<file path="src/rtl/vga_sprite_compositor.sv">
// rtl/vga_sprite_compositor.sv - three-stage tile/sprite pixel compositor with double-buffered sprite slots
// Sprite slots are written into a pending bank and committed to the active bank on the first valid pixel of a frame.
module vga_sprite_compositor #(
  parameter  int NUM_SPRITES = 4,
  parameter  int SPRITE_SIZE = 42,
  parameter  int BLOCK_WIDTH = 40,
  parameter  int COORD_W     = 10,
  parameter  int LOCAL_W     = 6,
  parameter  int MAP_ROW_W   = 4,
  parameter  int MAP_COL_W   = 5,
  localparam int IDX_W       = (NUM_SPRITES > 1) ? $clog2(NUM_SPRITES) : 1
) (
  input  logic                           clk,
  input  logic                           reset,
  input  logic                           pix_valid,
  input  logic                           frame_start,
  input  logic [COORD_W-1:0]             row,
  input  logic [COORD_W-1:0]             col,
  input  logic                           spr_we,
  input  logic [IDX_W-1:0]               spr_idx,
  input  logic                           spr_en,
  input  logic [COORD_W-1:0]             spr_x,
  input  logic [COORD_W-1:0]             spr_y,
  output logic [MAP_ROW_W-1:0]           map_row,
  output logic [MAP_COL_W-1:0]           map_col,
  input  logic [7:0]                     map_code,
  output logic [NUM_SPRITES*LOCAL_W-1:0] spr_lx,
  output logic [NUM_SPRITES*LOCAL_W-1:0] spr_ly,
  input  logic [NUM_SPRITES*12-1:0]      spr_rgb,
  input  logic [NUM_SPRITES-1:0]         spr_transparent,
  output logic                           out_valid,
  output logic [3:0]                     red,
  output logic [3:0]                     green,
  output logic [3:0]                     blue
);

  localparam logic [COORD_W:0]   SPAN = (COORD_W+1)'(SPRITE_SIZE - 1);
  localparam logic [COORD_W-1:0] BW   = COORD_W'(BLOCK_WIDTH);

  function automatic logic [11:0] tile_rgb(input logic [7:0] code);
    case (code)
      8'd1:    tile_rgb = 12'h09F;
      8'd2:    tile_rgb = 12'h843;
      8'd3:    tile_rgb = 12'h0F2;
      8'd4:    tile_rgb = 12'h09F;
      default: tile_rgb = 12'h000;
    endcase
  endfunction

  logic [NUM_SPRITES-1:0] pend_en_q, pend_en_d, act_en_q, act_en_d;
  logic [COORD_W-1:0]     pend_x_q [NUM_SPRITES];
  logic [COORD_W-1:0]     pend_x_d [NUM_SPRITES];
  logic [COORD_W-1:0]     pend_y_q [NUM_SPRITES];
  logic [COORD_W-1:0]     pend_y_d [NUM_SPRITES];
  logic [COORD_W-1:0]     act_x_q  [NUM_SPRITES];
  logic [COORD_W-1:0]     act_x_d  [NUM_SPRITES];
  logic [COORD_W-1:0]     act_y_q  [NUM_SPRITES];
  logic [COORD_W-1:0]     act_y_d  [NUM_SPRITES];

  logic [MAP_ROW_W-1:0]           map_row_q, map_row_d;
  logic [MAP_COL_W-1:0]           map_col_q, map_col_d;
  logic [NUM_SPRITES*LOCAL_W-1:0] lx_q, lx_d, ly_q, ly_d;
  logic [NUM_SPRITES-1:0]         s0_hit_q, s0_hit_d;
  logic                           s0_valid_q, s0_valid_d;

  logic [7:0]                s1_code_q, s1_code_d;
  logic [NUM_SPRITES*12-1:0] s1_rgb_q, s1_rgb_d;
  logic [NUM_SPRITES-1:0]    s1_tr_q, s1_tr_d;
  logic [NUM_SPRITES-1:0]    s1_hit_q, s1_hit_d;
  logic                      s1_valid_q, s1_valid_d;

  logic        out_valid_q, out_valid_d;
  logic [11:0] rgb_q, rgb_d;

  logic commit;

  // Bank update; the commit sees this cycle's write so the new position applies to the same pixel.
  always_comb begin
    pend_en_d = pend_en_q;
    pend_x_d  = pend_x_q;
    pend_y_d  = pend_y_q;
    for (int i = 0; i < NUM_SPRITES; i++) begin
      if (spr_we && spr_idx == IDX_W'(i)) begin
        pend_en_d[i] = spr_en;
        pend_x_d[i]  = spr_x;
        pend_y_d[i]  = spr_y;
      end
    end
    commit   = pix_valid && frame_start;
    act_en_d = commit ? pend_en_d : act_en_q;
    act_x_d  = commit ? pend_x_d  : act_x_q;
    act_y_d  = commit ? pend_y_d  : act_y_q;
  end

  // Stage 0: widened compares keep x+SPRITE_SIZE-1 from wrapping past the right edge.
  always_comb begin
    map_row_d  = MAP_ROW_W'(row / BW);
    map_col_d  = MAP_COL_W'(col / BW);
    s0_valid_d = pix_valid;
    s0_hit_d   = '0;
    lx_d       = '0;
    ly_d       = '0;
    for (int i = 0; i < NUM_SPRITES; i++) begin
      s0_hit_d[i] = act_en_d[i]
                 && ({1'b0, col} >= {1'b0, act_x_d[i]})
                 && ({1'b0, col} <= {1'b0, act_x_d[i]} + SPAN)
                 && ({1'b0, row} >= {1'b0, act_y_d[i]})
                 && ({1'b0, row} <= {1'b0, act_y_d[i]} + SPAN);
      lx_d[i*LOCAL_W +: LOCAL_W] = LOCAL_W'(col - act_x_d[i]);
      ly_d[i*LOCAL_W +: LOCAL_W] = LOCAL_W'(row - act_y_d[i]);
    end
  end

  always_comb begin
    s1_code_d  = map_code;
    s1_rgb_d   = spr_rgb;
    s1_tr_d    = spr_transparent;
    s1_hit_d   = s0_hit_q;
    s1_valid_d = s0_valid_q;
  end

  // Stage 2: lowest-index opaque hit wins, otherwise the tile palette colour.
  always_comb begin
    logic found;
    found       = 1'b0;
    rgb_d       = tile_rgb(s1_code_q);
    out_valid_d = s1_valid_q;
    for (int i = 0; i < NUM_SPRITES; i++) begin
      if (!found && s1_hit_q[i] && !s1_tr_q[i]) begin
        rgb_d = s1_rgb_q[i*12 +: 12];
        found = 1'b1;
      end
    end
    if (!s1_valid_q) rgb_d = '0;
  end

  always_ff @(posedge clk) begin
    if (reset) begin
      pend_en_q   <= '0;
      act_en_q    <= '0;
      for (int i = 0; i < NUM_SPRITES; i++) begin
        pend_x_q[i] <= '0;
        pend_y_q[i] <= '0;
        act_x_q[i]  <= '0;
        act_y_q[i]  <= '0;
      end
      map_row_q   <= '0;
      map_col_q   <= '0;
      lx_q        <= '0;
      ly_q        <= '0;
      s0_hit_q    <= '0;
      s0_valid_q  <= 1'b0;
      s1_code_q   <= '0;
      s1_rgb_q    <= '0;
      s1_tr_q     <= '0;
      s1_hit_q    <= '0;
      s1_valid_q  <= 1'b0;
      out_valid_q <= 1'b0;
      rgb_q       <= '0;
    end else begin
      pend_en_q   <= pend_en_d;
      act_en_q    <= act_en_d;
      pend_x_q    <= pend_x_d;
      pend_y_q    <= pend_y_d;
      act_x_q     <= act_x_d;
      act_y_q     <= act_y_d;
      map_row_q   <= map_row_d;
      map_col_q   <= map_col_d;
      lx_q        <= lx_d;
      ly_q        <= ly_d;
      s0_hit_q    <= s0_hit_d;
      s0_valid_q  <= s0_valid_d;
      s1_code_q   <= s1_code_d;
      s1_rgb_q    <= s1_rgb_d;
      s1_tr_q     <= s1_tr_d;
      s1_hit_q    <= s1_hit_d;
      s1_valid_q  <= s1_valid_d;
      out_valid_q <= out_valid_d;
      rgb_q       <= rgb_d;
    end
  end

  assign map_row   = map_row_q;
  assign map_col   = map_col_q;
  assign spr_lx    = lx_q;
  assign spr_ly    = ly_q;
  assign out_valid = out_valid_q;
  assign red       = rgb_q[11:8];
  assign green     = rgb_q[7:4];
  assign blue      = rgb_q[3:0];

endmodule

</file>
<file path="config.mk">
export PLATFORM = sky130hd
export DESIGN_NAME = vga_sprite_compositor
export DESIGN_NICKNAME = d
export VERILOG_FILES = /design/src/rtl/vga_sprite_compositor.sv
export SDC_FILE = /design/constraint.sdc
export NUM_CORES = 1
export LEC_CHECK = 0
export ABC_AREA = 1
export CORE_MARGIN = 3
export CORE_UTILIZATION = 39
export CTS_CLUSTER_DIAMETER = 150
export CTS_CLUSTER_SIZE = 20
export DETAILED_ROUTE_END_ITERATION = 16
export PLACE_DENSITY_LB_ADDON = 0.25
export SETUP_SLACK_MARGIN = 0.3
export SYNTH_ARGS = -nofsm -noshare
export SYNTH_HDL_FRONTEND = slang
export SYNTH_SLANG_ARGS = --single-unit
export TNS_END_PERCENT = 10
</file>
<file path="constraint.sdc">
create_clock -name clk -period 7.69 [get_ports clk]
set_input_delay 1.538 -clock clk [delete_from_list [all_inputs] [get_ports clk]]
set_output_delay 1.538 -clock clk [all_outputs]
set_load 0.01 [all_outputs]
</file>
# Word-level counts from Yosys, hierarchy flattened
# Index checks and enable logic that the tools add are counted.
totals:
  register_bits: 308
  latch_bits: 0
  ram_bits: 0
  rom_bits: 0
  input_bits: 108
  out_inout_bits: 70
  wordCells: 134
  mem_count: 0
classes:
  n_addsub: 16
  multipliers: 0
  div: 2
  n_lt_le_gt_ge: 16
  eq_ne: 7
  shifts: 0
  n_mux: 23
  n_bitwise: 1
  reduce_logical: 38
op_table:
  columns: ["operator", "count"]
  rows:
  - ["adder 10 x 6 -> 11 bit (second input constant)", 8]
  - ["<= comparator 10 x 11 -> 1 bit", 8]
  - [">= comparator 10 bit", 8]
  - ["two-way mux 10 bit", 8]
  - ["two-way mux 40 bit", 2]
  - ["two-way mux 12 bit", 4]
  - ["subtractor 6 bit", 8]
  - ["one-hot mux 12 bit (3 select lines)", 1]
  - ["logical AND 1 bit", 28]
  - ["divider 10 x 6 -> 10 bit (second input constant)", 2]
  - ["== test 8 x 2 -> 1 bit (second input constant)", 2]
  - ["== test 8 x 1 -> 1 bit (second input constant)", 1]
  - ["== test 8 x 3 -> 1 bit (second input constant)", 1]
  - ["zero test 1 bit", 7]
  - ["two-way mux 1 bit", 7]
  - ["== test 2 bit (second input constant)", 2]
  - ["two-way mux 4 bit", 1]
  - ["OR reduction 2 bit", 2]
  - ["== test 2 x 1 -> 1 bit (second input constant)", 1]
  - ["zero test 2 bit", 1]
  - ["inverter 1 bit", 1]

# Logic depth before layout (Yosys ltp)
logic_depth:
  word_depth: 15
  ltp_mapped: 26
  mapped_depth_nobuf: 25

# Least setup slack after synthesis
# No wires, ideal clock.
synth_timing:
  kind: "input-to-reg"
  from: "input port spr_idx[0]"
  to: "register s0_hit_q[0]"
  setup_time_ns: 0.064
  arrival_time_ns: 4.003
  required_time_ns: 7.626
  setup_slack_ns: 3.623
  stages: 25
  path_buffers: 1
  cell_sequence: "inv_1 -> nand3_2 -> buf_4 -> o21ai_1 -> nand2_1 -> o21ai_2 -> inv_1 -> ha_1 -> o211ai_1 -> nand2_1 -> nand2_1 -> nand2_1 -> xor2_1 -> ha_1 -> nand2_1 -> nor2_1 -> a211oi_1 -> nand2_1 -> nand3_1 -> nand2_1 -> a21oi_1 -> nor2_1 -> nand2_1 -> nand2_1 -> nor2_1"
synth_lines:
  columns: ["element", "line", "source"]
  rows:
  - ["start, declared", "20", "input logic [IDX_W-1:0] spr_idx,"]
  - ["end signal, assigned", "171", "s0_hit_q <= s0_hit_d;"]
  - ["end, declared", "63", "logic [NUM_SPRITES-1:0] s0_hit_q, s0_hit_d;"]

==> results.sh <==
export IMPL_outcome="finished clean"
export IMPL_cts_max_path_buffers=3
export IMPL_tritoncts="built"
export IMPL_design_area_sq_um=19200
export IMPL_drt_first_iter_violations=771
export IMPL_synth_top_area_frac=0.373
export IMPL_worst_pin_slew_ns=0.994
export IMPL_worstSetupEndpointType="flip-flop"
export IMPL_worstSkewPairLatency_ns=0.53
export IMPL_cp_max_fo=20
export IMPL_hold_viol=0
export IMPL_drv_cap=0
export IMPL_syn_area_per_cell_sq_um=7.65
export IMPL_grt_max_degree=96
export IMPL_wl_per_cell_um=16.0
export IMPL_cts_max_level=1
export IMPL_cts_resized=0
export IMPL_dp_cells=2818
export IMPL_netlist_instances=2160
export IMPL_hold_buffers=0
export IMPL_rsz0062_at_grt="false"
export IMPL_crit_required_ns=8.12
export IMPL_grt_ovfl_total=0
export IMPL_yosysSeqAreaShare=0.373
export IMPL_ant_nets=0
export IMPL_vias=14300
export IMPL_fin_util=0.466
export IMPL_cp_start_kind="primary input"
export IMPL_die_area_sq_um=44900
export IMPL_synth_area_top_cells="dfxtp_1, ha_1, nand2_1"
export IMPL_grt_pass1_vias=14000
export IMPL_drive_gt1_frac=0.0516
export IMPL_whs_ns=0.407
export IMPL_cts_clk_slew_worst_paths_ns=0.08
export IMPL_rows=74
export IMPL_slew_violations=0
export IMPL_synthFlopType="dfxtp_1"
export IMPL_syn_cell_area_sq_um=16500
export IMPL_min_path_type="reg2reg"
export IMPL_fmax_mhz=207
export IMPL_antenna_cells=0
export IMPL_n_fill_cell=4079
export IMPL_root_buffer="clkbuf_16"
export IMPL_grtUsageTotal=0.199
export IMPL_area_growth_pct=16.4
export IMPL_die_x_um=212
export IMPL_dp_hpwl_um=33400
export IMPL_min_period_ns=4.83
export IMPL_timing_slew_headroom=0.338
export IMPL_synth_edf_count=0
export IMPL_top_level_ports=178
export IMPL_p_leak_nw=9.16
export IMPL_async_flop_share=0
export IMPL_avgViaCountPerCell=5.03
export IMPL_ys_seq_elements=308
export IMPL_post_cts_buffers=0
export IMPL_routed_wl_um=45500
export IMPL_dr_pass1_iters=5
export IMPL_clock_sinks=308
export IMPL_gp_congestion=0.889
export IMPL_die_h_um=212
export IMPL_portBuffers=177
export IMPL_setup_viol=0
export IMPL_cts_buffers=19
export IMPL_ir_drop_v=0.0000980
export IMPL_grt_pass1_wl_um=72100
export IMPL_antenna_found_initial=0
export IMPL_powerDensity_nw_per_um2=191
export IMPL_skew_ns=0.0200
export IMPL_fin_nets=2591
export IMPL_fin_crit_sh=0.628
export IMPL_drc=0
export IMPL_criticalPathCategory="in2reg"
export IMPL_ys_types=48
export IMPL_synth_nets=2444
export IMPL_place_area_sq_um=18700
export IMPL_initial_core_util=0.400
export IMPL_finalNonFillerCells=2839
export IMPL_arrival_ns=5.25
export IMPL_tns_ns=0
export IMPL_core_sq_um=41300
export IMPL_synth_area_leader_cell="dfxtp_1"
export IMPL_yosysWarnings=0
-- power by group --
group / switching (mW) / internal [mW]
clock: 0.549 / 0.448
combinational: 0.568 / 0.392
sequential: 0.0287 / 1.69
-- worst paths after layout --
| path | slack (ns) | from | to | cells after the start |
|---|---|---|---|---|
| hold / removal | 0.41 | s0_hit_q[1] | s1_hit_q[1] | 2 |
| hold reg to reg | 0.41 | s0_hit_q[1] | s1_hit_q[1] | 2 |
| setup / recovery | 2.86 | spr_we | s0_hit_q[2] | 22 |
| setup reg to reg | 4.70 | s1_hit_q[0] | rgb_q[5] | 11 |
-- cells in the final DEF, fill, tap and decap left out, types with 13 or more instances in the layout --
master and count:
nand3_1 57, nor2_1 352, xor2_1 45, inv_1 246, buf_4 13, o21a_1 18
nand4_1 25, a21oi_1 121, clkdlybuf4s50_1 176, o21ai_0 84, o21ai_1 47, nand2_1 403
clkbuf_16 19, dfxtp_1 308, mux2i_1 52, ha_1 168, o21ai_2 47
-- registers in the layout, indices dropped and copies added (netlist names), 5 cells and up --
signal	count
spr_lx	24
map_col	5
rgb_q	12
s1_rgb_q	48
spr_ly	24
pend_x_q	40
act_x_q	40
s1_code_q	8
act_y_q	40
pend_y_q	40
-- cell usage after synthesis (all sizes together), types with 5 or more instances --
master / number
o211ai: 10
mux2i: 52
nand3: 61
dfxtp: 308
nand4: 25
xnor2: 10
xor2: 45
nor4: 10
fa: 8
nor3: 5
a21oi: 122
o2111ai: 7
o21ai: 179
nor2: 353
ha: 168
nand2: 415
buf: 31
clkbuf: 34
inv: 259
nand3b: 9
o21a: 21
a211oi: 6
-- worst max-delay path, cell delays in order --
cell             delay [ns]
clkdlybuf4s50_1        0.58
nand3_2                0.51
o21ai_1                0.39
nand2_1                0.07
o21ai_0                0.14
inv_1                  0.15
ha_1                   0.23
nand2_1                0.09
nand2_1                0.05
nand2_1                0.10
nand2_2                0.07
xor2_1                 0.16
ha_1                   0.31
nand2_1                0.09
o21ai_0                0.18
a21oi_1                0.06
o21ai_0                0.15
a21oi_1                0.08
nor2_1                 0.08
nand2_1                0.08
nand3_1                0.07
nor2_1                 0.04
-- metrics by stage --
stage,setup slack (ns),power [mW]
floorplan,3.62,2.37
CTS,2.86,3.72
finish,2.86,3.68
detailed placement,2.29,2.72
global placement,2.36,2.70
global route,2.48,3.91
-- per-layer routing --
layer  track usage  wire length [um]
met3        0.0239              2050
met2         0.343             21100
met4        0.0635              1360
met5             0                 0
met1         0.262             21000
-- kinds of logic after synthesis --
kind of cell    count (synthesis)  share of synthesized area
simple gates                  879                      0.216
compound gates                365                      0.133
buf+inv                       325                     0.0800
flops                         308                      0.373
fa+ha+maj                     176                      0.137
xor+xnor                       55                     0.0292
mux                            52                     0.0315
-- layout make-up --
cell class | count | area, sq um | share of cell area
flip-flops and latches | 308 | 6170 | 0.321
well taps | 532 | 666 | 0.0346
clock buffers | 19 | 475 | 0.0247
clock inverters | 2 | 25.0 | 0.00130
inverters | 260 | 978 | 0.0509
multi-input cells | 1527 | 9030 | 0.469
repair buffers | 191 | 1890 | 0.0984
No activity file was read; power rests on OpenSTA's default activity.
